**config.mk**
```make
export PLATFORM = sky130hd
export DESIGN_NAME = bpu_prog_loader
export DESIGN_NICKNAME = d
export VERILOG_FILES = /design/src/rtl/bpu_pkg.sv /design/src/rtl/bpu_sram_wr_stage.sv /design/src/rtl/bpu_prog_loader.sv
export SDC_FILE = /design/constraint.sdc
export NUM_CORES = 1
export LEC_CHECK = 0
export ABC_AREA = 1
export CAP_MARGIN = 20
export CELL_PAD_IN_SITES_DETAIL_PLACEMENT = 1
export CELL_PAD_IN_SITES_GLOBAL_PLACEMENT = 1
export CORE_MARGIN = 2
export CORE_UTILIZATION = 35
export CTS_BUF_LIST = sky130_fd_sc_hd__clkbuf_4
export DETAILED_ROUTE_END_ITERATION = 6
export GPL_TIMING_DRIVEN = 0
export PLACE_DENSITY_LB_ADDON = 0.1
export SLEW_MARGIN = 20
export SYNTH_ARGS = -nofsm -noshare
export SYNTH_HDL_FRONTEND = slang
export SYNTH_SLANG_ARGS = --single-unit
```
**constraint.sdc**
```tcl
create_clock -name clk -period 3.53 [get_ports clk]
set_input_delay 0.706 -clock clk [delete_from_list [all_inputs] [get_ports clk]]
set_output_delay 0.706 -clock clk [all_outputs]
set_load 0.005 [all_outputs]
```
**src/rtl/bpu_pkg.sv**
```systemverilog
// Shared definitions for the BPU instruction-SRAM loader and controller.
package bpu_pkg;

  // Default datapath widths
  localparam int unsigned DefAddrW = 11;
  localparam int unsigned DefDataW = 16;

  // Instruction-SRAM control word layout: {WEN, CEN, addr}
  localparam int unsigned CtrlAddrLsb = 0;
  localparam int unsigned CtrlAddrMsb = 10;
  localparam int unsigned CtrlCenBit  = 11;
  localparam int unsigned CtrlWenBit  = 12;

  // NULL opcode
  localparam logic [4:0] OpNull = 5'b00000;

  // Loader FSM states
  typedef enum logic [2:0] {
    StIdle,
    StLoad,
    StFlush,
    StRun,
    StErr
  } ld_state_e;

endpackage

```
**src/rtl/bpu_sram_wr_stage.sv**
```systemverilog
// Registered SRAM write stage: a strobe captures addr/data and drives CEN/WEN low for one cycle.
// Between writes the port is idle and addr/data hold their last values.
module bpu_sram_wr_stage #(
  parameter int unsigned ADDR_W = 11,
  parameter int unsigned DATA_W = 16
) (
  input  logic              clk,
  input  logic              rst,
  input  logic              strobe,
  input  logic [ADDR_W-1:0] addr,
  input  logic [DATA_W-1:0] data,
  output logic [ADDR_W+1:0] ctrl,
  output logic [DATA_W-1:0] wdata
);

  logic [ADDR_W-1:0] addr_q;
  logic              cen_q;
  logic              wen_q;

  // One-cycle write pulse per strobe; address and data hold otherwise
  always_ff @(posedge clk or posedge rst) begin
    if (rst) begin
      addr_q <= '0;
      cen_q  <= 1'b1;
      wen_q  <= 1'b1;
      wdata  <= '0;
    end else if (strobe) begin
      addr_q <= addr;
      cen_q  <= 1'b0;
      wen_q  <= 1'b0;
      wdata  <= data;
    end else begin
      cen_q  <= 1'b1;
      wen_q  <= 1'b1;
    end
  end

  assign ctrl = {wen_q, cen_q, addr_q};

endmodule

```
**src/rtl/bpu_prog_loader.sv**
```systemverilog
// Program loader: streams instruction words into instruction SRAM from address 0 while holding
// the BPU controller in reset, then releases it to fetch from PC 0.
// Optional feature macro: BPU_PROG_LOADER_CSUM_EN (mod-2^16 checksum of the loaded words).
module bpu_prog_loader
  import bpu_pkg::*;
#(
  parameter int unsigned ADDR_W = DefAddrW,
  parameter int unsigned DEPTH  = 2048,
  parameter int unsigned DATA_W = DefDataW
) (
  input  logic              clk,
  input  logic              rst,
  input  logic              load_start,
  input  logic              in_valid,
  output logic              in_ready,
  input  logic [DATA_W-1:0] in_data,
  input  logic              in_last,
  output logic [ADDR_W+1:0] instsram_ctrl,
  output logic [DATA_W-1:0] instsram_wdata,
  output logic              core_rst,
  output logic              done,
  output logic              overflow,
  output logic [ADDR_W:0]   prog_len,
  output logic [DATA_W-1:0] prog_csum
);

  // Pointer value of the last in-range SRAM word
  localparam logic [ADDR_W:0] LastPtr = (ADDR_W+1)'(DEPTH - 1);

  ld_state_e       state;
  logic [ADDR_W:0] wr_ptr;
  logic            hs;
  logic            start_ok;

  assign hs       = in_valid & in_ready;
  // load_start is only honoured outside an active load
  assign start_ok = load_start & ((state == StIdle) | (state == StRun) | (state == StErr));

  // Loader FSM with registered handshake, reset and status outputs
  always_ff @(posedge clk or posedge rst) begin
    if (rst) begin
      state    <= StIdle;
      in_ready <= 1'b0;
      wr_ptr   <= '0;
      core_rst <= 1'b1;
      done     <= 1'b0;
      overflow <= 1'b0;
      prog_len <= '0;
    end else begin
      unique case (state)
        StIdle, StRun, StErr: begin
          if (start_ok) begin
            state    <= StLoad;
            in_ready <= 1'b1;
            wr_ptr   <= '0;
            core_rst <= 1'b1;
            done     <= 1'b0;
            overflow <= 1'b0;
          end
        end
        StLoad: begin
          if (hs) begin
            wr_ptr <= wr_ptr + 1'b1;
            if (in_last) begin
              state    <= StFlush;
              in_ready <= 1'b0;
            end else if (wr_ptr == LastPtr) begin
              // Word at DEPTH-1 is still written; anything beyond is refused
              state    <= StErr;
              in_ready <= 1'b0;
              overflow <= 1'b1;
            end
          end
        end
        StFlush: begin
          // Final write is on the SRAM port this cycle; wr_ptr is now the word count
          prog_len <= wr_ptr;
          state    <= StRun;
          core_rst <= 1'b0;
          done     <= 1'b1;
        end
        default: begin
          state    <= StIdle;
          in_ready <= 1'b0;
        end
      endcase
    end
  end

  bpu_sram_wr_stage #(
    .ADDR_W (ADDR_W),
    .DATA_W (DATA_W)
  ) u_wr_stage (
    .clk    (clk),
    .rst    (rst),
    .strobe (hs),
    .addr   (wr_ptr[ADDR_W-1:0]),
    .data   (in_data),
    .ctrl   (instsram_ctrl),
    .wdata  (instsram_wdata)
  );

`ifdef BPU_PROG_LOADER_CSUM_EN
  logic [DATA_W-1:0] csum;

  // Running sum of accepted words, cleared when a new load begins
  always_ff @(posedge clk or posedge rst) begin
    if (rst) begin
      csum <= '0;
    end else if (start_ok) begin
      csum <= '0;
    end else if (hs) begin
      csum <= csum + in_data;
    end
  end

  assign prog_csum = csum;
`else
  assign prog_csum = '0;
`endif

endmodule

```
==> out/qor.csv <==
stage,metric,value,unit
routing,DR iter-0 viols,57,
setup_path,slowest CP cell,dfstp_2,
die,Core Box Area,0.00765,sq mm
cts,clock edge transition at the registers on the reported setup and hold paths,100,ps
power_and_ir_drop,Clock Power Share,19.6,%
sta,unrepaired setup endpoints after global routing,no,
cts,CTS Hold Bufs,0,
sta,Fin Clk Skew,9.40,ps
setup_path,endpoint class of the critical path,output pin,
setup_path,Bufs and invs on worst path,2,
power_and_ir_drop,Sw Share,35.7,%
sta,WHS,466,ps
synthesis,syn_area_per_cell,8.56,sq um
placement,Final Wtd Congestion,0.787,
finish,layout cells sized above 1,16.1,%
finish,Fillers,947,
die,Die Span Y,92.6,microns
setup_path,nature of the critical path startpoint,register,
finish,area growth from synthesis to layout,36.0,%
global_route,first-pass GRT wire length,11400,microns
cts,CTS root buf,clkbuf_4,
setup_path,CP Cell Sequence,"buf_4, clkdlybuf4s50_1",
placement,HPWL Detailed,5080,microns
cts,total CTS buffers,9,
synthesis,"Cell Area, Synth",0.00275,sq mm
setup_path,Worst Path Max Fanout,2,
sta,Final Hold Vio Count,0,
setup_path,"CP delay by family, top",buffers and inverters,
finish,n_diodes,0,
cts,setup bufs post-CTS,0,
finish,"commonest non-fill, non-tap cells in the layout","113 x nand2_1, 65 x clkdlybuf4s50_1, 57 x dfrtp_1",
setup_path,WP data arrival,1500,ps
synthesis,number of distinct library cells after synthesis,28,
cts,TritonCTS Sinks,59,
routing,Routed WL,6950,microns
power_and_ir_drop,Pint,0.00153,W
global_route,initial antenna violation count,0,
sta,Final min period,2210,ps
die,Top-Level Pins,82,
power_and_ir_drop,combinational fraction of design power,40.7,%
die,Chip Width,92.6,microns
sta,Final Setup Violations,0,
synthesis,register area share after synthesis,53.8,%
min_path,worst hold-check path type,reg2reg,
sta,FMAX,453,MHz
setup_path,"Req. time, crit path",2820,ps
routing,Initial DRT Pass Iterations,4,
cts,CTS tree,yes,
power_and_ir_drop,Lkg Pwr,1.78,nW
die,DIE AREA,0.00857,sq mm
sta,final setup TNS,0,ps
synthesis,Yosys warning total,0,
setup_path,Crit Path Category,reg2out,
cts,Post-CTS Resized,0,
sta,Setup WS post-layout,1320,ps
routing,Via-to-Cell Ratio,4.51,
die,FP Rows,32,
routing,Routed Antenna Nets,0,
cts,later-pin clock latency in the skew report,390,ps
power_and_ir_drop,Seq pwr share,39.7,%
global_route,largest net degree at the start of global routing,55,
placement,port bufs,65,
placement,DP Worst Slack,1290,ps
power_and_ir_drop,IR Drop Worst-Case VDD,326,uV
global_route,All-Layer GR Usage,17.2,%
finish,"most common cell after layout, fill and taps aside",nand2_1,
run_status,outcome,"complete, no violations",
routing,DR WL/cell,13.4,microns
cts,H-tree depth,3,
finish,nets,435,
sta,Final period util,62.6,%
cts,clock buffer depth,2,
sta,final slew viol count,0,
die,Initial Utilization,35.9,%
power_and_ir_drop,Switching Power,0.000849,W
routing,residual DRC count,0,
synthesis,Synth Register Bits,59,
power_and_ir_drop,Pwr per Cell Area,637,mW/mm^2
routing,vias,2341,
global_route,vias in the first global route,2265,
global_route,Overflow after GRT,0,
flow_run,MaxCap Viol Count,0,
setup_path,CP peak stage delay,540,ps
synthesis,Synth Instances,321,
## layer usage
metal | track usage (%) | up-vias | wire length, microns
met4 | 7.84 | 0 | 123
met5 | 0 | - | 0
li1 | - | 1158 | -
met3 | 2.77 | 11 | 358
met2 | 27.7 | 54 | 3220
met1 | 22.9 | 1118 | 3250
## layout make-up
type | count | area, sq um | area share (%)
Clock inverter | 4 | 42.5 | 1.14
Inverter | 27 | 104 | 2.78
Tap cell | 102 | 128 | 3.42
Multi-Input combinational cell | 223 | 1030 | 27.5
Timing Repair Buffer | 66 | 678 | 18.2
Buffer | 27 | 194 | 5.19
Clock buffer | 11 | 82.6 | 2.21
Sequential cell | 59 | 1480 | 39.6
## cells in the mapped netlist (all sizes together)
| cell | instances | area share [%] |
|---|---|---|
| nor3 | 1 | 0.18 |
| nand4 | 5 | 1.1 |
| nand3 | 19 | 3.6 |
| nand2 | 124 | 18 |
| ha | 1 | 0.46 |
| a21oi | 2 | 0.36 |
| o21ai | 34 | 6.7 |
| o21bai | 1 | 0.27 |
| buf | 25 | 6.8 |
| dfstp | 2 | 1.9 |
| conb | 1 | 0.14 |
| a21boi | 1 | 0.27 |
| clkinv | 1 | 0.14 |
| dfrtp | 57 | 52 |
| clkbuf | 2 | 0.27 |
| xor2 | 6 | 1.9 |
| nor2 | 13 | 2.1 |
| inv | 26 | 3.6 |
## metrics by stage
stage,utilization [%],cell area (sq um),instances,total power [W]
after floorplan,-,2800,336,0.00146
after global placement,46.8,3580,503,0.00192
after detailed placement,47.2,3610,504,0.00195
after CTS,48.9,3740,519,0.00242
after global routing,48.9,3740,519,0.00256
final,48.9,3740,519,0.00238
## cell families (layout without fill, tap and decap cells)
family          count (synthesis)  in the layout  synth area share, %
buf+inv                        54            135                 10.8
xor+xnor                        6              6                 1.91
simple gates                  162            162                 25.2
compound gates                 38             38                 7.65
other cells                     1             16                0.137
flops                          59             59                 53.8
fa+ha+maj                       1              1                0.456
## tightest hold or removal path: cells and delay by family, from the launching register on
family / cells / cell delay, ps
flip-flops: 1 / 380
AND/OR/NAND/NOR: 2 / 90
## power groups by stage
stage          logic [W]  clock network (W)  registers [W]
2_1_floorplan   0.000494                  0       0.000964
3_3_place_gp    0.000966                  0       0.000952
3_5_place_dp    0.000988                  0       0.000960
4_1_cts         0.000991           0.000480       0.000946
5_1_grt          0.00109           0.000507       0.000965
6_report        0.000969           0.000466       0.000944
## flip-flops by register name, summed over array words and instances, names as in the netlist
| register | count |
|---|---|
| done | 1 |
| u_wr_stage.addr_q | 11 |
| overflow | 1 |
| u_wr_stage.wdata | 16 |
| u_wr_stage.cen_q | 1 |
| core_rst | 1 |
| state | 3 |
| in_ready | 1 |
| prog_len | 12 |
| wr_ptr | 12 |
## path summary, 6_finish.rpt
check / start / end / slack, ps / cells after the start
max in group asynchronous: rst / core_rst / 2470 / 3
min: core_rst / core_rst / 470 / 2
max: u_wr_stage.cen_q / instsram_ctrl[11] / 1320 / 2
max reg2reg: wr_ptr[1] / state[0] / 1980 / 8
min reg2reg: core_rst / core_rst / 470 / 2
min in group asynchronous: rst / u_wr_stage.wdata[3] / 530 / 2
Power figures use the tool's default switching activity.
